==> config.mk <==
export PLATFORM = sky130hd
export DESIGN_NAME = usb_packet_rx
export DESIGN_NICKNAME = d
export VERILOG_FILES = /design/src/rtl/usb_packet_rx.sv
export SDC_FILE = /design/constraint.sdc
export NUM_CORES = 1
export LEC_CHECK = 0
export ABC_AREA = 1
export BUFFER_PORTS_ARGS = -buffer_cell sky130_fd_sc_hd__buf_2
export CAP_MARGIN = 10
export CORE_UTILIZATION = 50
export CTS_BUF_LIST = sky130_fd_sc_hd__clkbuf_4
export DETAILED_ROUTE_END_ITERATION = 12
export GPL_TIMING_DRIVEN = 0
export PLACE_DENSITY = 0.78
export SLEW_MARGIN = 10
export SYNTH_ARGS = -nofsm -noshare
export SYNTH_HDL_FRONTEND = slang
export SYNTH_SLANG_ARGS = --single-unit
export TNS_END_PERCENT = 1
==> constraint.sdc <==
create_clock -name clk -period 4.6 [get_ports clk]
set_clock_uncertainty 0.2 [all_clocks]
set_input_delay 0.92 -clock clk [delete_from_list [all_inputs] [get_ports clk]]
set_output_delay 0.92 -clock clk [all_outputs]
set_load 0.02 [all_outputs]
==> src/rtl/usb_packet_rx.sv <==
// Packet-level receive stage of the USB SIE: validates the PID, decodes token, SOF,
// handshake and DATA0/1 packets, checks CRC5/CRC16 and forwards payload bytes.
module usb_packet_rx #(
    parameter int MAX_PAYLOAD = 64
) (
    input  logic                               clk,
    input  logic                               reset,
    input  logic [7:0]                         rx_data,
    input  logic                               rx_active,
    input  logic                               rx_valid,
    input  logic                               rx_error,
    output logic [3:0]                         pid,
    output logic                               token_valid,
    output logic [6:0]                         addr,
    output logic [3:0]                         endp,
    output logic                               sof_valid,
    output logic [10:0]                        frame_no,
    output logic                               hs_valid,
    output logic [7:0]                         data_out,
    output logic                               data_strobe,
    output logic                               data_done,
    output logic [$clog2(MAX_PAYLOAD+1)-1:0]   data_len,
    output logic                               pkt_error
);

    localparam int LW = $clog2(MAX_PAYLOAD + 1);
    localparam int CW = $clog2(MAX_PAYLOAD + 3);
    localparam logic [CW-1:0] OVF_CNT = CW'(MAX_PAYLOAD + 2);

    localparam logic [3:0] PID_OUT   = 4'h1;
    localparam logic [3:0] PID_IN    = 4'h9;
    localparam logic [3:0] PID_SETUP = 4'hD;
    localparam logic [3:0] PID_SOF   = 4'h5;
    localparam logic [3:0] PID_DATA0 = 4'h3;
    localparam logic [3:0] PID_DATA1 = 4'hB;
    localparam logic [3:0] PID_ACK   = 4'h2;
    localparam logic [3:0] PID_NAK   = 4'hA;
    localparam logic [3:0] PID_STALL = 4'hE;

    localparam logic [4:0]  CRC5_INIT  = 5'h1F;
    localparam logic [4:0]  CRC5_GOOD  = 5'h06;
    localparam logic [15:0] CRC16_INIT = 16'hFFFF;
    localparam logic [15:0] CRC16_GOOD = 16'hB001;

    typedef enum logic [2:0] {
        ST_IDLE,
        ST_PID,
        ST_TOK1,
        ST_TOK2,
        ST_DATA,
        ST_HS,
        ST_DISCARD
    } state_t;

    state_t          state;
    logic            rx_active_q;
    logic [4:0]      crc5;
    logic [15:0]     crc16;
    logic [CW-1:0]   byte_cnt;
    logic [7:0]      dly0;
    logic [7:0]      dly1;
    logic [7:0]      tok_lo;
    logic [2:0]      tok_hi;
    logic [3:0]      pid_q;

    // Bit-serial CRCs unrolled over one byte, LSB first, right-shifting register.
    function automatic logic [4:0] crc5_byte(input logic [4:0] c, input logic [7:0] b);
        logic [4:0] r;
        r = c;
        for (int i = 0; i < 8; i++) begin
            if (r[0] ^ b[i]) r = (r >> 1) ^ 5'h14;
            else             r = r >> 1;
        end
        return r;
    endfunction

    function automatic logic [15:0] crc16_byte(input logic [15:0] c, input logic [7:0] b);
        logic [15:0] r;
        r = c;
        for (int i = 0; i < 8; i++) begin
            if (r[0] ^ b[i]) r = (r >> 1) ^ 16'hA001;
            else             r = r >> 1;
        end
        return r;
    endfunction

    // rx_active_q resets high so a packet already in flight during reset is never
    // mistaken for a fresh start; only a genuine rising edge enters PID.
    always_ff @(posedge clk or posedge reset) begin
        if (reset) begin
            state       <= ST_IDLE;
            rx_active_q <= 1'b1;
            crc5        <= CRC5_INIT;
            crc16       <= CRC16_INIT;
            byte_cnt    <= '0;
            dly0        <= '0;
            dly1        <= '0;
            tok_lo      <= '0;
            tok_hi      <= '0;
            pid_q       <= '0;
            pid         <= '0;
            token_valid <= 1'b0;
            addr        <= '0;
            endp        <= '0;
            sof_valid   <= 1'b0;
            frame_no    <= '0;
            hs_valid    <= 1'b0;
            data_out    <= '0;
            data_strobe <= 1'b0;
            data_done   <= 1'b0;
            data_len    <= '0;
            pkt_error   <= 1'b0;
        end else begin
            rx_active_q <= rx_active;
            token_valid <= 1'b0;
            sof_valid   <= 1'b0;
            hs_valid    <= 1'b0;
            data_strobe <= 1'b0;
            data_done   <= 1'b0;
            pkt_error   <= 1'b0;

            if (rx_active && !rx_active_q) begin
                state    <= ST_PID;
                crc5     <= CRC5_INIT;
                crc16    <= CRC16_INIT;
                byte_cnt <= '0;
            end else begin
                case (state)
                    ST_IDLE: ;

                    ST_PID: begin
                        if (!rx_active) begin
                            pkt_error <= 1'b1;
                            state     <= ST_IDLE;
                        end else if (rx_error) begin
                            state <= ST_DISCARD;
                        end else if (rx_valid) begin
                            pid_q <= rx_data[3:0];
                            if (rx_data[7:4] != ~rx_data[3:0]) begin
                                state <= ST_DISCARD;
                            end else begin
                                case (rx_data[3:0])
                                    PID_OUT, PID_IN, PID_SETUP, PID_SOF: state <= ST_TOK1;
                                    PID_DATA0, PID_DATA1:                state <= ST_DATA;
                                    PID_ACK, PID_NAK, PID_STALL:         state <= ST_HS;
                                    default:                             state <= ST_DISCARD;
                                endcase
                            end
                        end
                    end

                    ST_TOK1: begin
                        if (!rx_active) begin
                            pkt_error <= 1'b1;
                            state     <= ST_IDLE;
                        end else if (rx_error) begin
                            state <= ST_DISCARD;
                        end else if (rx_valid) begin
                            tok_lo   <= rx_data;
                            crc5     <= crc5_byte(crc5, rx_data);
                            byte_cnt <= '0;
                            state    <= ST_TOK2;
                        end
                    end

                    // byte_cnt marks whether the second token byte has arrived;
                    // anything beyond it makes the token malformed.
                    ST_TOK2: begin
                        if (!rx_active) begin
                            state <= ST_IDLE;
                            if (byte_cnt == CW'(1) && crc5 == CRC5_GOOD) begin
                                pid <= pid_q;
                                if (pid_q == PID_SOF) begin
                                    sof_valid <= 1'b1;
                                    frame_no  <= {tok_hi, tok_lo};
                                end else begin
                                    token_valid <= 1'b1;
                                    addr        <= tok_lo[6:0];
                                    endp        <= {tok_hi, tok_lo[7]};
                                end
                            end else begin
                                pkt_error <= 1'b1;
                            end
                        end else if (rx_error) begin
                            state <= ST_DISCARD;
                        end else if (rx_valid) begin
                            if (byte_cnt == '0) begin
                                tok_hi   <= rx_data[2:0];
                                crc5     <= crc5_byte(crc5, rx_data);
                                byte_cnt <= CW'(1);
                            end else begin
                                state <= ST_DISCARD;
                            end
                        end
                    end

                    // The two newest bytes sit in dly0/dly1 so the trailing CRC16
                    // bytes are never forwarded to the endpoint buffer.
                    ST_DATA: begin
                        if (!rx_active) begin
                            state <= ST_IDLE;
                            if (byte_cnt >= CW'(2) && crc16 == CRC16_GOOD) begin
                                data_done <= 1'b1;
                                data_len  <= LW'(byte_cnt - CW'(2));
                                pid       <= pid_q;
                            end else begin
                                pkt_error <= 1'b1;
                            end
                        end else if (rx_error) begin
                            state <= ST_DISCARD;
                        end else if (rx_valid) begin
                            crc16    <= crc16_byte(crc16, rx_data);
                            dly0     <= rx_data;
                            dly1     <= dly0;
                            byte_cnt <= byte_cnt + CW'(1);
                            if (byte_cnt >= OVF_CNT) begin
                                state <= ST_DISCARD;
                            end else if (byte_cnt >= CW'(2)) begin
                                data_out    <= dly1;
                                data_strobe <= 1'b1;
                            end
                        end
                    end

                    ST_HS: begin
                        if (!rx_active) begin
                            hs_valid <= 1'b1;
                            pid      <= pid_q;
                            state    <= ST_IDLE;
                        end else if (rx_error || rx_valid) begin
                            state <= ST_DISCARD;
                        end
                    end

                    ST_DISCARD: begin
                        if (!rx_active) begin
                            pkt_error <= 1'b1;
                            state     <= ST_IDLE;
                        end
                    end

                    default: state <= ST_IDLE;
                endcase
            end
        end
    end

endmodule
# Word level (Yosys, flattened, before mapping)
# Memories as Yosys holds them, arrays and structs flattened.
# Index checks and enable logic that the tools add are counted.
# word_totals
ff_bits,110
latchBits,0
ram_bits,0
mem_bits_ro,48
input_bits,13
out_inout_bits,47
memories,1
# memory_table
name,depth,word_bits,read_ports,rd_ports_with_merged_regs,write_ports,line,source
(no name shown),16,3,1,0,0,142,case (rx_data[3:0])
# classes
n_addsub,2
n_mul,0
div,0
order_cmp,2
eq_ne,36
shift,0
n_mux,217
n_bitwise,52
reduce_logical,27
# op_table
cell,count
16-bit two-way mux,48
5-bit two-way mux,100
7-bit two-way mux,11
3-bit two-way mux,19
3-bit != test (second input constant),11
5-bit != test (second input constant),6
1-bit inverter with 2-bit output,15
1-bit two-way mux,29
5-bit AND reduction,5
2-bit inverter with 3-bit output,8
1-bit XOR,23
3-bit one-hot mux with 7 select lines,1
7-bit one-hot mux with 3 select lines,1
4-bit two-way mux,5
16-bit equality test (second input constant),1
7-bit AND reduction,2
2-bit != test (second input constant),6
4-bit one-hot mux with 3 select lines,1
11-bit AND reduction,1
5-bit one-hot mux with 2 select lines,1
3-bit equality test (second input constant),3
9-bit AND reduction,1
4-bit AND reduction,2
8-bit AND reduction,1
25 further kinds,35

# Longest topological paths before layout
# Gate-level depths: netlist (run 1).
# depth
ltp_word,64
mapped_depth,20

# Worst setup path before layout (run 1)
# Ideal clock, no wire load.
# synth_timing
path_type,input to register
startpoint,input port rx_active
endpoint,register crc5[1]
setup_ns,0.080
arrival_time_ns,2.329
path_slack_ns,1.992
cell_stages,13
n_path_buf,1
cell_sequence,buf_4 inv_2 nor2_8 nor2_1 nor2_2 nor2_1 a221oi_2 nand2_2 nor2_2 inv_2 nor2_4 inv_2 o22a_1
# synth_between
elab_chain_cells,3
word_cells_on_any_way,11
# synth_lines
element,line,source
from (decl),9,"input logic rx_active,"
1-bit logical AND,122,if (rx_active && !rx_active_q) begin
3-bit != test (no source line) / 3-bit nonzero test (equally long branches),n/a,
8-bit AND reduction (no source line),n/a,
to (signal assigned),160,"crc5 <= crc5_byte(crc5, rx_data);"
to (signal assigned),189,"crc5 <= crc5_byte(crc5, rx_data);"
to (decl),57,logic [4:0] crc5;
# Several ways; a longest one is shown, not always the timed one.
# A chain may end at the register's enable or synchronous reset.

# Worst setup path in the final report (run 1)
# layout_timing
startpoint,register byte_cnt[5]
endpoint,register frame_no[7]
# layout_between
elab_chain_cells,3
# layout_lines
element,line,source
from (decl),59,logic [CW-1:0] byte_cnt;
from (signal assigned),215,byte_cnt <= byte_cnt + CW'(1);
7-bit by 1-bit equality test with 1-bit output,171,if (byte_cnt == CW'(1) && crc5 == CRC5_GOOD) begin
1-bit logical AND,171,
5-bit AND reduction (no source line),n/a,
to (signal assigned),175,"frame_no <= {tok_hi, tok_lo};"
to (decl),17,"output logic [10:0] frame_no,"
# Every way passes these cells.

==> results of run 1 <==
[metrics by stage]
step	hold slack (ps)	utilization, %	setup TNS [ps]
after floorplan	242.2	-	0
after global placement	253.5	56.40	-36590
after detailed placement	267.0	56.71	0
after CTS	158.2	58.08	0
after global routing	153.8	58.08	0
final	162.0	58.08	0
[synth_stat cells, drive strengths merged]
cell type  count
dfstp         22
o22a           2
nor3          12
inv           95
buf            6
nor4           7
nand3b         1
a2bb2oi        3
clkbuf        12
o311ai         2
xor2          14
a21oi         21
and2           1
o21ai         76
xnor2         17
nand2        130
ha             7
a221oi         1
o22ai          6
a31oi          3
nor2          41
mux2           2
o21a           1
clkinv         1
a32oi          1
nand3         30
nand4          8
o211ai         2
a22oi          4
dfrtp         88
[worst paths after layout]
check	endpoint	slack, ps
worst max-delay path	frame_no[7]	1860
worst min-delay path	data_out[7]	160
min in group clk	dly1[2]	290
max in group asynchronous	crc16[8]	3320
worst min register to register	dly1[2]	290
worst max register to register	frame_no[7]	1860
[kinds of logic after synthesis]
family | after synthesis | synth area share [%]
buffers and inverters | 114 | 8.158
adders and majority gates | 7 | 1.613
and+or+nand+nor | 230 | 20.60
DFF | 110 | 51.21
AOI/OAI and AO/OA | 122 | 12.51
xor gates and xnor gates | 31 | 5.485
muxes | 2 | 0.4148
[power by group through the flow]
stage / logic (mW) / registers, mW / clock network (mW)
global route: 1.60 / 1.48 / 0.531
CTS: 1.43 / 1.45 / 0.504
finish: 1.44 / 1.45 / 0.487
floorplan: 1.12 / 1.44 / 0
global placement: 1.37 / 1.45 / 0
detailed placement: 1.42 / 1.46 / 0
[layer usage]
metal  vias up  wire [microns]  global-route usage, %
met4         0             184                  5.159
met2       113            5727                  37.11
met3        16             585                  4.537
met1      2071            5339                  29.97
met5         -               0                      0
li1       2132               -                      -
[registers in the layout, indices dropped and copies added (netlist names), 3 cells and up]
name and flops:
crc16 16, addr 7, data_len 7, crc5 5, dly0 8, byte_cnt 7, data_out 8, dly1 8
endp 4, tok_lo 8, frame_no 11, state 3, tok_hi 3, pid_q 4, pid 4
[cell type report]
type | count | area [sq um] | area share, %
sequential | 110 | 2780 | 45.96
clock buffer | 9 | 67.56 | 1.117
tap | 136 | 170.2 | 2.813
timing repair buffer | 56 | 302.8 | 5.005
clock inverter | 7 | 75.07 | 1.241
inverter | 96 | 365.4 | 6.039
multi-input combinational | 392 | 2206 | 36.46
buffer | 18 | 82.58 | 1.365
==> flow_metrics.tcl, run 1 <==
set metrics [dict create \
    hold_viol 0 \
    leakage_nw 3.029 \
    grt_overflow_total 0 \
    start_util_pct 52.12 \
    clkLatencyLatePin_ps 480 \
    dieArea_sq_um 11280 \
    fill_cells 924 \
    slowest_delay_ps 730 \
    routedWlPerCell_microns 14.37 \
    tightest_slew_ps 822.0 \
    setup_viol 0 \
    area_delta_synth_final_pct 11.43 \
    fin_crit_ps 2736 \
    ant_nets 0 \
    port_buffers 55 \
    dp_slack_ps 1524 \
    p_per_area_nw_per_um2 557.9 \
    pwr-share-seq_pct 43.0 \
    vias 4332 \
    run_status "complete, no violations" \
    critPathArrivalTime_ps 2890 \
    design_area_sq_um 6050 \
    power_frac_clock_pct 14.4 \
    final_cells 824 \
    max_cap_viol_count 0 \
    yosysSeqAreaShare_pct 51.21 \
    placedInstanceArea_sq_um 5907 \
    cp.required_ps 4750 \
    numCtsBuffers 9 \
    post_cts_buffers 0 \
    path_depth 7 \
    syn_area_per_cell_sq_um 8.813 \
    clock_path_buffers 2 \
    synth_top_area_cell "dfrtp_1" \
    synth_cell_types 43 \
    cp-start-kind "flop" \
    diodes 0 \
    syn-instance-count 616 \
    fp.coreArea_sq_um 10420 \
    swShare_pct 42.95 \
    period_share_pct 59.48 \
    grt_pass1_vias 4200 \
    worst-setup-path-type "flop to flop" \
    cpMaxStageDelayCell "nor4_1" \
    tritoncts "yes" \
    final_cell_mix "nand2_1, inv_1, dfrtp_1" \
    synth_nets 636 \
    dieHeight_microns 106.2 \
    crit_family "simple AND/OR/NAND/NOR gates" \
    path_cells "nor2_1 > inv_1 > nor4_1 > nand3_1 > clkbuf_1 > nand2_1 > o21ai_0" \
    dp_hpwl_microns 8877 \
    rsz0062_at_grt "no" \
    max_freq_ghz 0.3655 \
    drc_errors 0 \
    yosys-top-cells-area "dfrtp_1, dfstp_2, nand2_1, o21ai_0, inv_1" \
    grt_pass1_wl_microns 20000 \
    fp.dieW_microns 106.2 \
    boundaryPins 60 \
    cts_sinks 110 \
    comb_power_share_pct 42.6 \
    worst_slack_ps 1864 \
    nets 703 \
    antenna_found_initial 0 \
    cts_root_buf "clkbuf_4" \
    cts_resized 0 \
    p_switching_mw 1.450 \
    drt-total-wl_microns 11840 \
    h-tree-depth 3 \
    drive_above_1_share_pct 20.20 \
    drt_first_pass_iters 4 \
    synth_top_area_share_pct 40.56 \
    grt_usage_pct 22.29 \
    cp_max_fo 10 \
    synth_seq_cells 110 \
    path_clk_slew_ps 190 \
    reg2reg_depth 7 \
    drtIter0Drc 316 \
    layout_commonest_cell "nand2_1" \
    slew_viol_final 0 \
    vdd_drop_max_v 0.0002638 \
    place_congestion 0.8933 \
    dp_cells 808 \
    crit_path_end_kind "flop" \
    synth_area_sq_um 5429 \
    fp-row-count 37 \
    worstHoldPathType "input port to async pin" \
    max_slew_margin_pct 44.69 \
    via_per_inst 5.257 \
    intPower_mw 1.925 \
    crit_start "byte_cnt[5]" \
    yosysWarnings 0 \
    grt_max_degree 83 \
    cts_hold_buf 0 \
    r2r-start "byte_cnt[5]" \
    cp.buffers_inverters 2 \
    finalPower_mw 3.375 \
]
Power figures use the tool's default switching activity.
==> inputs of run 2 (changes only) <==
==> constraint.sdc (replaced) <==
create_clock -name clk -period 2.8 [get_ports clk]
set_clock_uncertainty 0.2 [all_clocks]
set_input_delay 0.56 -clock clk [delete_from_list [all_inputs] [get_ports clk]]
set_output_delay 0.56 -clock clk [all_outputs]
set_load 0.02 [all_outputs]
==> run 2 against run 1 <==
  * Final cell count grew 0.36%
  * Non-clock buffer count up 3
  * Setup slack got worse by 1700 ps
  * Clock power increased by 63%
==> flow_metrics.tcl, run 2 (synthesis results as in run 1) <==
set metrics [dict create \
    drt-total-wl_microns 11720 \
    via_per_inst 5.272 \
    p_switching_mw 2.365 \
    numCtsBuffers 9 \
    reg2reg_depth 10 \
    setup_viol 0 \
    fp.dieW_microns 106.2 \
    grt_overflow_total 0 \
    regMostFlops "crc16" \
    worst-setup-path-type "input port to flop" \
    dieHeight_microns 106.2 \
    worstHoldPathType "input port to flop" \
    ant_nets 0 \
    final_cell_mix "nand2_1, inv_1, dfrtp_1" \
    grt_max_degree 41 \
    antenna_found_initial 0 \
    worst_slack_ps 123.5 \
    layout_commonest_cell "nand2_1" \
    design_area_sq_um 6095 \
    tritoncts "yes" \
    fill_cells 919 \
    crit_start "rx_active" \
    drive_above_1_share_pct 20.84 \
    grt_usage_pct 22.34 \
    path_clk_slew_ps 190 \
    diodes 0 \
    area_delta_synth_final_pct 12.26 \
    utilization_pct 58.51 \
    placedInstanceArea_sq_um 5918 \
    largest_reg_flops 16 \
    cp-start-kind "input port" \
    max_cap_viol_count 0 \
    period_share_pct 95.59 \
    tightest_slew_ps 750.6 \
    fp-row-count 37 \
    finalPower_mw 5.538 \
    grt_pass1_wl_microns 19780 \
    boundaryPins 60 \
    timing.critical_path.to "dly0[6]" \
    slew_viol_final 0 \
    r2r-start "byte_cnt[1]" \
    tns_ps 0 \
    fin_crit_ps 2677 \
    run_status "complete, no violations" \
    dieArea_sq_um 11280 \
    hold_viol 0 \
    max_slew_margin_pct 49.86 \
    place_congestion 0.8916 \
    h-tree-depth 3 \
    drtIter0Drc 278 \
    grt_pass1_vias 4233 \
    crit_path_end_kind "flop" \
    r2r_setup_slack_ps 280 \
    power_frac_clock_pct 14.3 \
    clock_path_buffers 2 \
    cp.required_ps 3030 \
    cp_max_fo 10 \
    pwr-share-seq_pct 43.0 \
    cts_root_buf "clkbuf_4" \
    nets 706 \
    vias 4360 \
    critPathArrivalTime_ps 2900 \
    rsz0062_at_grt "yes" \
    vdd_drop_max_v 0.0003434 \
    routedWlPerCell_microns 14.17 \
    dp_slack_ps 95.85 \
    intPower_mw 3.174 \
    swShare_pct 42.70 \
    dp_hpwl_microns 8817 \
    port_buffers 55 \
    start_util_pct 52.12 \
    cts_sinks 110 \
    max_freq_ghz 0.3736 \
    drc_errors 0 \
    clkLatencyLatePin_ps 490 \
    p_per_area_nw_per_um2 908.7 \
    regToRegEndpoint "pid[1]" \
    drt_first_pass_iters 5 \
    fp.coreArea_sq_um 10420 \
    post_cts_buffers 0 \
    leakage_nw 3.039 \
    comb_power_share_pct 42.7 \
    reg_top3 "crc16: 16 flops, frame_no: 11 flops" \
]
-- run 2: cell count changes in the layout (fill, tap and decap cells not counted), sizes merged --
cell         change
clkinvlp         +1
inv              -2
dlygate4sd3      +2
clkbuf           +1
buf              +1
-- run 2: cell type report --
class	count	area [sq um]	share of cell area (%)
clock buffers	10	75.07	1.232
plain buffers	18	83.83	1.375
well taps	136	170.2	2.792
multi-input cells	392	2222	36.46
flip-flops and latches	110	2781	45.64
clock inverters	6	62.56	1.026
repair buffers	59	335.3	5.502
inverters	96	364.1	5.974
-- run 2: metrics by stage --
step,cells,hold WS [ps]
floorplan,616,242.2
global placement,807,253.4
detailed placement,809,257.9
CTS,827,202.5
global route,827,183.1
finish,827,189.1
-- run 2: timing repair --
action | 4_1_cts | 5_1_grt
setup endpoints to repair | 0 | 45
hold buffers | 2 | 0
endpoints found under the hold margin | 33 | 0
resized for setup | 0 | 6
-- run 2: worst min-delay path by stage --
stage / to / startpoint / depth (start not counted)
final: data_strobe / rx_valid / 3
after global routing: data_strobe / rx_valid / 3
after CTS: data_strobe / rx_valid / 3
after detailed placement: data_len[3] / data_len[3] / 2
after global placement: data_len[3] / data_len[3] / 2
after floorplan: dly0[4] / dly0[4] / 2
-- run 2: power by group through the flow --
stage | clock network [mW] | logic (mW) | registers, mW
after detailed placement | 0 | 2.32 | 2.41
after CTS | 0.817 | 2.34 | 2.38
final | 0.793 | 2.36 | 2.38
after global routing | 0.882 | 2.61 | 2.42
after global placement | 0 | 2.25 | 2.39
after floorplan | 0 | 1.84 | 2.37
-- run 2: critical path, stage by stage --
cell,delay [ps]
dlygate4sd3_1,520
buf_2,110
buf_4,150
inv_2,80
nor2_8,160
nor2_1,100
nor2_2,150
nand2_1,220
nor2_1,210
buf_4,210
buf_2,260
nand2_1,90
nand2_1,80
-- run 2: per-layer routing --
metal / vias to the layer above / track usage [%] / share of wire (%)
met1: 2095 / 29.75 / 47
met3: 15 / 3.740 / 4.0
met4: 0 / 7.937 / 1.7
met2: 113 / 36.83 / 47
li1: 2137 / - / -
met5: - / 0 / 0
